`src/rtl/alu_operand_seq_pkg.sv`:
```
// alu_seq_pkg: shared types and constants for the ADC/SBC operand sequencer.
//   - alu_seq_state_t : sequencer state encoding
//   - BYTE_W / WORD_W : memory byte width and accumulator word width
//   - is_zero()       : width-aware zero test used for the Z flag
package alu_seq_pkg;

    localparam int BYTE_W = 8;
    localparam int WORD_W = 16;

    typedef enum logic [2:0] {
        ST_IDLE     = 3'd0,
        ST_FETCH_LO = 3'd1,
        ST_FETCH_HI = 3'd2,
        ST_EXEC     = 3'd3,
        ST_DONE     = 3'd4
    } alu_seq_state_t;

    // Zero test over the full word in 16-bit mode, low byte only in 8-bit mode.
    function automatic logic is_zero(input logic [WORD_W-1:0] v, input logic w16);
        logic z;
        if (w16) begin
            z = (v == 16'h0000);
        end else begin
            z = (v[BYTE_W-1:0] == 8'h00);
        end
        return z;
    endfunction

endpackage

```
`src/rtl/alu_operand_seq_if.sv`:
```
// alu_operand_seq_if: bundle of the sequencer's upstream control, byte-wide
// memory read port, adder operand/result port and result/flag outputs.
//   master : upstream sequencer + memory + adder side
//   slave  : the operand sequencer itself
interface alu_operand_seq_if;
    import alu_seq_pkg::*;

    // Upstream control
    logic              START;
    logic              CANCEL;
    logic              ADD;
    logic              BCD;
    logic              W16;
    logic              CI;
    logic [WORD_W-1:0] ACC;
    // Memory byte port
    logic              MEM_REQ;
    logic              MEM_HI;
    logic              MEM_ACK;
    logic [BYTE_W-1:0] MEM_DI;
    // Adder port
    logic [WORD_W-1:0] ADDER_A;
    logic [WORD_W-1:0] ADDER_B;
    logic              ADDER_CI;
    logic              ADDER_ADD;
    logic              ADDER_BCD;
    logic              ADDER_W16;
    logic [WORD_W-1:0] ADDER_S;
    logic              ADDER_CO;
    logic              ADDER_VO;
    // Results
    logic [WORD_W-1:0] RESULT;
    logic              C_OUT;
    logic              V_OUT;
    logic              N_OUT;
    logic              Z_OUT;
    logic              BUSY;
    logic              DONE;

    modport master (
        output START, CANCEL, ADD, BCD, W16, CI, ACC,
        output MEM_ACK, MEM_DI,
        output ADDER_S, ADDER_CO, ADDER_VO,
        input  MEM_REQ, MEM_HI,
        input  ADDER_A, ADDER_B, ADDER_CI, ADDER_ADD, ADDER_BCD, ADDER_W16,
        input  RESULT, C_OUT, V_OUT, N_OUT, Z_OUT, BUSY, DONE
    );

    modport slave (
        input  START, CANCEL, ADD, BCD, W16, CI, ACC,
        input  MEM_ACK, MEM_DI,
        input  ADDER_S, ADDER_CO, ADDER_VO,
        output MEM_REQ, MEM_HI,
        output ADDER_A, ADDER_B, ADDER_CI, ADDER_ADD, ADDER_BCD, ADDER_W16,
        output RESULT, C_OUT, V_OUT, N_OUT, Z_OUT, BUSY, DONE
    );

endinterface

```
`src/rtl/alu_operand_seq.sv`:
```
// alu_operand_seq: multi-cycle operand sequencer for the ADC/SBC datapath.
// Latches accumulator and mode bits on START, fetches an 8- or 16-bit memory
// operand one byte at a time, presents registered operands to the external
// AddSubBCD adder for one full EXEC cycle, then captures sum and flags.
// Ports:
//   CLK   : clock, rising edge
//   RST_N : asynchronous active-low reset
//   bus   : alu_operand_seq_if.slave (control, memory, adder, result signals)
module alu_operand_seq
    import alu_seq_pkg::*;
(
    input  logic             CLK,
    input  logic             RST_N,
    alu_operand_seq_if.slave bus
);

    alu_seq_state_t    state_q;
    logic [WORD_W-1:0] a_q;
    logic [WORD_W-1:0] b_q;
    logic              ci_q;
    logic              add_q;
    logic              bcd_q;
    logic              w16_q;
    logic [WORD_W-1:0] result_q;
    logic              c_q;
    logic              v_q;
    logic              n_q;
    logic              z_q;

    logic [WORD_W-1:0] result_d;
    logic              n_d;
    logic              z_d;

    // Result and N/Z selection for the EXEC capture; byte mode keeps the B accumulator.
    always_comb begin
        result_d = bus.ADDER_S;
        n_d      = 1'b0;
        z_d      = is_zero(bus.ADDER_S, w16_q);
        if (w16_q) begin
            result_d = bus.ADDER_S;
            n_d      = bus.ADDER_S[WORD_W-1];
        end else begin
            result_d = {a_q[WORD_W-1:BYTE_W], bus.ADDER_S[BYTE_W-1:0]};
            n_d      = bus.ADDER_S[BYTE_W-1];
        end
    end

    // Sequencer FSM with latched operands/controls and the captured result register.
    always_ff @(posedge CLK or negedge RST_N) begin
        if (!RST_N) begin
            state_q  <= ST_IDLE;
            a_q      <= 16'h0000;
            b_q      <= 16'h0000;
            ci_q     <= 1'b0;
            add_q    <= 1'b0;
            bcd_q    <= 1'b0;
            w16_q    <= 1'b0;
            result_q <= 16'h0000;
            c_q      <= 1'b0;
            v_q      <= 1'b0;
            n_q      <= 1'b0;
            z_q      <= 1'b0;
        end else if (bus.CANCEL) begin
            // Abort wins over START and MEM_ACK; result and flags are left untouched.
            state_q <= ST_IDLE;
        end else begin
            case (state_q)
                ST_IDLE: begin
                    if (bus.START) begin
                        a_q     <= bus.ACC;
                        ci_q    <= bus.CI;
                        add_q   <= bus.ADD;
                        bcd_q   <= bus.BCD;
                        w16_q   <= bus.W16;
                        b_q     <= 16'h0000;
                        state_q <= ST_FETCH_LO;
                    end else begin
                        state_q <= ST_IDLE;
                    end
                end
                ST_FETCH_LO: begin
                    if (bus.MEM_ACK) begin
                        b_q[BYTE_W-1:0] <= bus.MEM_DI;
                        state_q         <= w16_q ? ST_FETCH_HI : ST_EXEC;
                    end else begin
                        state_q <= ST_FETCH_LO;
                    end
                end
                ST_FETCH_HI: begin
                    if (bus.MEM_ACK) begin
                        b_q[WORD_W-1:BYTE_W] <= bus.MEM_DI;
                        state_q              <= ST_EXEC;
                    end else begin
                        state_q <= ST_FETCH_HI;
                    end
                end
                ST_EXEC: begin
                    result_q <= result_d;
                    c_q      <= bus.ADDER_CO;
                    v_q      <= bus.ADDER_VO;
                    n_q      <= n_d;
                    z_q      <= z_d;
                    state_q  <= ST_DONE;
                end
                ST_DONE: begin
                    state_q <= ST_IDLE;
                end
                default: begin
                    state_q <= ST_IDLE;
                end
            endcase
        end
    end

    // Moore outputs decoded directly from the state register.
    assign bus.MEM_REQ   = (state_q == ST_FETCH_LO) || (state_q == ST_FETCH_HI);
    assign bus.MEM_HI    = (state_q == ST_FETCH_HI);
    assign bus.BUSY      = (state_q != ST_IDLE);
    assign bus.DONE      = (state_q == ST_DONE);

    assign bus.ADDER_A   = a_q;
    assign bus.ADDER_B   = b_q;
    assign bus.ADDER_CI  = ci_q;
    assign bus.ADDER_ADD = add_q;
    assign bus.ADDER_BCD = bcd_q;
    assign bus.ADDER_W16 = w16_q;

    assign bus.RESULT    = result_q;
    assign bus.C_OUT     = c_q;
    assign bus.V_OUT     = v_q;
    assign bus.N_OUT     = n_q;
    assign bus.Z_OUT     = z_q;

endmodule

```
`src/flat_wrapper.sv`:
```
// flat-port wrapper written by rule: the top's interface ports become plain ports
module alu_operand_seq_flat import alu_seq_pkg::*;
  (CLK, RST_N, bus_START, bus_CANCEL, bus_ADD, bus_BCD, bus_W16, bus_CI, bus_ACC, bus_MEM_ACK, bus_MEM_DI, bus_ADDER_S, bus_ADDER_CO, bus_ADDER_VO, bus_MEM_REQ, bus_MEM_HI, bus_ADDER_A, bus_ADDER_B, bus_ADDER_CI, bus_ADDER_ADD, bus_ADDER_BCD, bus_ADDER_W16, bus_RESULT, bus_C_OUT, bus_V_OUT, bus_N_OUT, bus_Z_OUT, bus_BUSY, bus_DONE);
  alu_operand_seq_if bus_i ();
  input  logic CLK;
  input  logic RST_N;
  input wire logic [$bits(bus_i.START)-1:0] bus_START;
  input wire logic [$bits(bus_i.CANCEL)-1:0] bus_CANCEL;
  input wire logic [$bits(bus_i.ADD)-1:0] bus_ADD;
  input wire logic [$bits(bus_i.BCD)-1:0] bus_BCD;
  input wire logic [$bits(bus_i.W16)-1:0] bus_W16;
  input wire logic [$bits(bus_i.CI)-1:0] bus_CI;
  input wire logic [$bits(bus_i.ACC)-1:0] bus_ACC;
  input wire logic [$bits(bus_i.MEM_ACK)-1:0] bus_MEM_ACK;
  input wire logic [$bits(bus_i.MEM_DI)-1:0] bus_MEM_DI;
  input wire logic [$bits(bus_i.ADDER_S)-1:0] bus_ADDER_S;
  input wire logic [$bits(bus_i.ADDER_CO)-1:0] bus_ADDER_CO;
  input wire logic [$bits(bus_i.ADDER_VO)-1:0] bus_ADDER_VO;
  output wire logic [$bits(bus_i.MEM_REQ)-1:0] bus_MEM_REQ;
  output wire logic [$bits(bus_i.MEM_HI)-1:0] bus_MEM_HI;
  output wire logic [$bits(bus_i.ADDER_A)-1:0] bus_ADDER_A;
  output wire logic [$bits(bus_i.ADDER_B)-1:0] bus_ADDER_B;
  output wire logic [$bits(bus_i.ADDER_CI)-1:0] bus_ADDER_CI;
  output wire logic [$bits(bus_i.ADDER_ADD)-1:0] bus_ADDER_ADD;
  output wire logic [$bits(bus_i.ADDER_BCD)-1:0] bus_ADDER_BCD;
  output wire logic [$bits(bus_i.ADDER_W16)-1:0] bus_ADDER_W16;
  output wire logic [$bits(bus_i.RESULT)-1:0] bus_RESULT;
  output wire logic [$bits(bus_i.C_OUT)-1:0] bus_C_OUT;
  output wire logic [$bits(bus_i.V_OUT)-1:0] bus_V_OUT;
  output wire logic [$bits(bus_i.N_OUT)-1:0] bus_N_OUT;
  output wire logic [$bits(bus_i.Z_OUT)-1:0] bus_Z_OUT;
  output wire logic [$bits(bus_i.BUSY)-1:0] bus_BUSY;
  output wire logic [$bits(bus_i.DONE)-1:0] bus_DONE;
  assign bus_i.START = bus_START;
  assign bus_i.CANCEL = bus_CANCEL;
  assign bus_i.ADD = bus_ADD;
  assign bus_i.BCD = bus_BCD;
  assign bus_i.W16 = bus_W16;
  assign bus_i.CI = bus_CI;
  assign bus_i.ACC = bus_ACC;
  assign bus_i.MEM_ACK = bus_MEM_ACK;
  assign bus_i.MEM_DI = bus_MEM_DI;
  assign bus_i.ADDER_S = bus_ADDER_S;
  assign bus_i.ADDER_CO = bus_ADDER_CO;
  assign bus_i.ADDER_VO = bus_ADDER_VO;
  assign bus_MEM_REQ = bus_i.MEM_REQ;
  assign bus_MEM_HI = bus_i.MEM_HI;
  assign bus_ADDER_A = bus_i.ADDER_A;
  assign bus_ADDER_B = bus_i.ADDER_B;
  assign bus_ADDER_CI = bus_i.ADDER_CI;
  assign bus_ADDER_ADD = bus_i.ADDER_ADD;
  assign bus_ADDER_BCD = bus_i.ADDER_BCD;
  assign bus_ADDER_W16 = bus_i.ADDER_W16;
  assign bus_RESULT = bus_i.RESULT;
  assign bus_C_OUT = bus_i.C_OUT;
  assign bus_V_OUT = bus_i.V_OUT;
  assign bus_N_OUT = bus_i.N_OUT;
  assign bus_Z_OUT = bus_i.Z_OUT;
  assign bus_BUSY = bus_i.BUSY;
  assign bus_DONE = bus_i.DONE;
  alu_operand_seq u_core (.CLK(CLK), .RST_N(RST_N), .bus(bus_i));
endmodule
```
`config.mk`:
```
export PLATFORM = sky130hd
export DESIGN_NAME = alu_operand_seq_flat
export DESIGN_NICKNAME = d
export VERILOG_FILES = /design/src/rtl/alu_operand_seq_pkg.sv /design/src/rtl/alu_operand_seq_if.sv /design/src/rtl/alu_operand_seq.sv /design/src/flat_wrapper.sv
export SDC_FILE = /design/constraint.sdc
export NUM_CORES = 1
export LEC_CHECK = 0
export CAP_MARGIN = 20
export CORE_MARGIN = 3
export CORE_UTILIZATION = 45
export CTS_CLUSTER_DIAMETER = 30
export DETAILED_ROUTE_END_ITERATION = 6
export MAX_ROUTING_LAYER = met4
export PLACE_DENSITY = 0.85
export SYNTH_ARGS = -nofsm -noshare
export SYNTH_HDL_FRONTEND = slang
export SYNTH_SLANG_ARGS = --single-unit
```
`constraint.sdc`:
```
create_clock -name CLK -period 3.3 [get_ports CLK]
set_input_delay 0.825 -clock CLK [delete_from_list [all_inputs] [get_ports CLK]]
set_output_delay 0.825 -clock CLK [all_outputs]
set_load 0.05 [all_outputs]
```
==> summary.txt, run 1 <==
Status = complete, no violations
R2r setup slk = 1.53 ns
RSZ-0062 raised after global routing = no
Worst hold path startpoint = u_core.bus.ADDER_A[6]
Synthesized flop and latch total = 59
Setup violations, final = 0
Synth area leaders = dfrtp_1 (58%), mux2_2 (13%), mux2i_1 (11%), inv_1 (2.7%), nand2_1 (2.7%)
Area delta synth->final = 52.9%
Crit path DAT = 2.22 ns
Wire length on met3 = 479 um
Final hold vios = 0
Vias post-DR = 1,935
Worst min-delay path class = reg -> reg
Core area = 5270 um2
NetSw = 0.00138 W
Grt ovf = 0
M1 wire length = 2590 um
Fraction of registers with async set/reset = 100%
Buffers on Ports = 110
H-tree Lvls = 3
RePlAce Congestion = 0.741
Clock Latency Late Sink = 0.33 ns
Filler cells = 400
Clock network fraction of design power = 19.5%
Worst VDD drop = 0.000538 V
# Post-CTS Setup Buffers = 0
First-pass GRT wire length = 9400 um
Initial antenna violation count = 0
CP startpoint kind = flip-flop
Measured slew at the worst slew-check pin = 0.721 ns
Crit path max fanout = 12
WHS Path Cells = 1
Setup crit start = u_core.state_q[1]
Die area = 6550 um2
Part of the Yosys area used for sequential elements = 58.4%
WHS = 0.502 ns
Int Pwr = 0.00184 W
Worst-path clk slew = 0.06 ns
Reg2reg end = u_core.bus.N_OUT
Worst Skew = 0.00761 ns
Primary FF master, synth = dfrtp_1
Met2 WL = 2850 um
Worst Setup Path Type = reg -> out
Initial drt markers = 118
R2R cell count = 4
Wirelength per Cell = 15.3 um
Ys Warns = 0
Largest area contributor in the netlist = dfrtp_1
Clock root buffer = clkbuf_8
Clk sinks = 59
Syn Nets = 254
Most frequent cell after synthesis = dfrtp_1
Worst-case hold path end point = u_core.bus.ADDER_A[6]
Hpwl dp = 4370 um
CTS max path bufs = 2
ANT nets after route = 0
Mapped Avg Cell Area = 12.5 um2
Initial core utilization = 48.0%
# DRC = 0
Worst rel slew slack = 51.9%
Synth top cells by count = dfrtp_1 (59), mux2_2 (30), mux2i_1 (27)
Flop pwr share = 32.8%
Final TNS setup = 0 ns
DRT Pass-1 Iters = 4
R2r startpoint = u_core.state_q[1]
Cts repair resizes = 0
CP required = 2.47 ns
IO Pins = 111
Min Tclk post-route = 3.04 ns
DRT Wirelength = 6010 um
Sw frac = 42.8%
CP Capture Type = output port
Leakage = 1.73 nW
Total GRT Usage = 20.2%
Layout cells sized above 1 = 16.5%
CTS Buf Count = 9
PwrDens = 833 nW/um2
Share of the synthesized area in the top cell type = 58.4%
Slowest CP cell = clkdlybuf4s50_1
Part of the cycle the worst path needs = 92.2%
Synth Instances = 203
Number of synthesized flops with an enable pin = 0
Maximum number of pins on one net before global-route repair = 60
CP cell instances = nor3b_2 -> buf_4 -> or2_2 -> clkdlybuf4s50_1
Post-synth cell types = 23
Final nets = 370
CTS tree = built
Cell area after synthesis = 2530 um2
Core Rows = 26
DIE WIDTH = 81.0 um
Cts-stage hold buffer count = 0
Post-DR vias/cell = 4.94
Die H = 81.0 um
Comb pwr share = 47.7%
Max-slew violations = 0
Fmax = 329 MHz
Vias in the first global route = 1,953
Slowest Stage Delay on Critical Path = 0.79 ns
DR top layer = met4
ANT cells = 0
MaxCap Viol Count = 0
-- state kept, by name (all words and copies together), names as in the netlist --
name,flops
u_core.bus.ADDER_A,16
u_core.bus.ADDER_B,16
u_core.bus.RESULT,16
u_core.state_q,3
u_core.bus.ADDER_ADD,1
u_core.bus.ADDER_BCD,1
u_core.bus.ADDER_CI,1
u_core.bus.ADDER_W16,1
u_core.bus.C_OUT,1
u_core.bus.N_OUT,1
u_core.bus.V_OUT,1
u_core.bus.Z_OUT,1
-- worst max path at each step --
stage,endpoint,slack [ns],cells past startpoint
floorplan,bus_MEM_REQ,0.65,3
global placement,bus_MEM_REQ,0.65,4
detailed placement,bus_MEM_REQ,0.61,4
CTS,bus_MEM_REQ,0.24,4
global route,bus_MEM_REQ,0.12,4
finish,bus_MEM_REQ,0.26,4
-- per-stage QoR --
step / setup slack [ns] / instances / util [%] / total power (W) / area, um2
after floorplan: 0.649 / 203 / - / 0.00204 / 2530
after global placement: 0.649 / 378 / 69.9 / 0.00259 / 3690
after detailed placement: 0.609 / 378 / 69.9 / 0.00261 / 3690
after CTS: 0.244 / 392 / 73.4 / 0.00325 / 3870
after global routing: 0.120 / 392 / 73.4 / 0.00337 / 3870
final: 0.257 / 392 / 73.4 / 0.00322 / 3870
-- layer usage --
metal	track usage, %	vias to the layer above
met5	-	-
li1	-	924
met4	8.11	0
met3	6.65	10
met1	25.2	921
met2	30.5	80
-- logic make-up (layout without fill, tap and decap cells) --
kind of cell,Yosys count,count (layout),share of synthesized area (%)
buf+inv,29,148,5.49
simple gates,44,44,9.05
mux,57,57,24.0
compound gates,14,14,3.02
flops,59,59,58.4
-- worst max-delay path: cells and delay by family, from the launching register on --
family | cells | cell delay [ns]
simple gates | 2 | 0.37
buf+inv | 2 | 0.98
flops | 1 | 0.55
-- power groups by stage --
stage / Clock (W) / Sequential, W / Combinational, W
6_report: 0.000629 / 0.00106 / 0.00154
5_1_grt: 0.000681 / 0.00109 / 0.00160
4_1_cts: 0.000640 / 0.00106 / 0.00155
3_5_place_dp: 0 / 0.00107 / 0.00154
3_3_place_gp: 0 / 0.00106 / 0.00153
2_1_floorplan: 0 / 0.00174 / 0.000300
-- area by class of cell --
cell class	instances	area [um2]	share of cell area, %
clock buffer	11	141	3.66
inverter	18	67.6	1.75
timing repair buffer	116	1140	29.5
clock inverter	3	40.0	1.04
multi-input combinational	115	913	23.6
tap	70	87.6	2.26
sequential	59	1480	38.2
-- placed cells by master (no fill, tap or decap), types with 2 or more instances in the layout --
master and n:
clkdlybuf4s50_1 109, nand2_1 18, mux2_2 30, or4_1 2, nor3b_2 2, clkbuf_8 10
mux2i_1 27, dfrtp_1 59, inv_1 18, nor2_1 9, buf_4 6, nor4_1 6
clkinv_2 2, a21oi_1 11
No activity file was read; power rests on OpenSTA's default activity.
==> run 2: changes to the inputs <==
Settings changed: CTS_CLUSTER_DIAMETER 30 to not set.
==> results of run 2 <==
Final layout, timing and power as in run 1 (identical DEF).
==> run 3: changes to the inputs <==
Settings changed: RECOVER_POWER set to 50, SKIP_LAST_GASP set to 1.
==> summary.txt, run 3 (same netlist as run 1, synthesis figures left out) <==
Status = complete, no violations
Worst VDD drop = 0.000538 V
Layout cells sized above 1 = 15.8%
Leading cell type in the layout, fill and taps excluded = clkdlybuf4s50_1
PwrDens = 835 nW/um2
Vias in the first global route = 1,953
Worst Setup Path Type = reg -> out
Initial core utilization = 48.0%
Fin util = 73.2%
Clock root buffer = clkbuf_8
# DRC = 0
Setup crit start = u_core.state_q[1]
Non-Filler Instances = 392
Crit path max fanout = 12
IO Pins = 111
RePlAce Congestion = 0.741
Met1 global-route usage = 25.2%
R2r startpoint = u_core.state_q[1]
ANT nets after route = 0
Worst Skew = 0.00785 ns
DIE WIDTH = 81.0 um
CTS max path bufs = 2
Buffers on Ports = 110
Maximum number of pins on one net before global-route repair = 60
Final hold vios = 0
Core Rows = 26
Post-DR vias/cell = 4.94
Initial drt markers = 119
Final nets = 370
Min Tclk post-route = 3.05 ns
Measured slew at the worst slew-check pin = 1.41 ns
Clock Latency Late Sink = 0.34 ns
Wirelength per Cell = 15.3 um
Max-slew violations = 0
RSZ-0062 raised after global routing = no
Vias post-DR = 1,937
Cells after DPL = 378
GRT met3 Usage = 6.65%
Cts repair resizes = 0
Total GRT Usage = 20.2%
Clk sinks = 59
First-pass GRT wire length = 9400 um
CP Capture Type = output port
MaxCap Viol Count = 0
CTS tree = built
Die H = 81.0 um
Hpwl dp = 4370 um
Grt met2 use = 30.5%
ANT cells = 0
# Post-CTS Setup Buffers = 0
Core area = 5270 um2
Worst hold path startpoint = u_core.bus.ADDER_A[6]
Worst min-delay path class = reg -> reg
Crit path DAT = 2.23 ns
Grt ovf = 0
WHS = 0.502 ns
H-tree Lvls = 3
CP startpoint kind = flip-flop
Area delta synth->final = 52.5%
DRT Wirelength = 6010 um
DRT Pass-1 Iters = 4
GRT busiest layer = met2
Initial antenna violation count = 0
Leakage = 1.72 nW
Fmax = 328 MHz
Die area = 6550 um2
CTS Buf Count = 9
Total power = 0.00322 W
Setup violations, final = 0
Cts-stage hold buffer count = 0
Commonest non-fill, non-tap cells in the layout = clkdlybuf4s50_1 (107), dfrtp_1 (59), mux2_2 (30), mux2i_1 (27)
Filler cells = 404
Final TNS setup = 0 ns
CP required = 2.47 ns
Part of the cycle the worst path needs = 92.5%
Worst-path clk slew = 0.06 ns
Worst rel slew slack = 5.84%
run 3: cell count changes in the layout (fill, tap and decap cells not counted):
cell,delta
clkbuf_2,+1
dlygate4sd3_1,+2
clkdlybuf4s50_1,-2
clkbuf_1,+2
buf_4,-3
run 3: power by group:
group,internal (W),switching (W),total [W]
logic,0.000560,0.000974,0.00153
registers,0.000923,0.000135,0.00106
clock network,0.000358,0.000271,0.000630
run 3: worst paths after layout:
check | to | slack (ns) | depth (start not counted)
setup / recovery | bus_MEM_REQ | 0.25 | 4
hold / removal | u_core.bus.ADDER_A[6] | 0.50 | 1
setup reg to reg | u_core.bus.ADDER_CI | 1.18 | 4
hold reg to reg | u_core.bus.ADDER_A[6] | 0.50 | 1
max in group asynchronous | u_core.state_q[1] | 1.55 | 2
min in group asynchronous | u_core.bus.ADDER_A[10] | 0.89 | 2
run 3: metrics by stage:
step	cell area (um2)	worst slack [ns]
2_1_floorplan	2530	0.649
3_3_place_gp	3690	0.649
3_5_place_dp	3690	0.609
4_1_cts	3870	0.244
5_1_grt	3860	0.120
6_report	3860	0.247
run 3: layer usage:
metal	up-vias	wire [um]	part of all wire [%]
li1	921	-	-
met1	922	2610	43
met2	84	2830	47
met3	10	482	8.0
met4	0	87	1.4
met5	-	0	0
run 3: layout make-up:
cell class | count | area, um2 | area share, %
flip-flops and latches | 59 | 1480 | 38.3
repair buffers | 116 | 1130 | 29.3
multi-input cells | 115 | 913 | 23.7
clock buffers | 11 | 141 | 3.67
well taps | 70 | 87.6 | 2.27
inverters | 18 | 67.6 | 1.75
clock inverters | 3 | 40.0 | 1.04
run 3: critical path: stages, from the launching register on:
cell	delay, ns
dfrtp_1	0.55
nor3b_2	0.26
buf_4	0.19
or2_2	0.11
clkdlybuf4s50_1	0.79
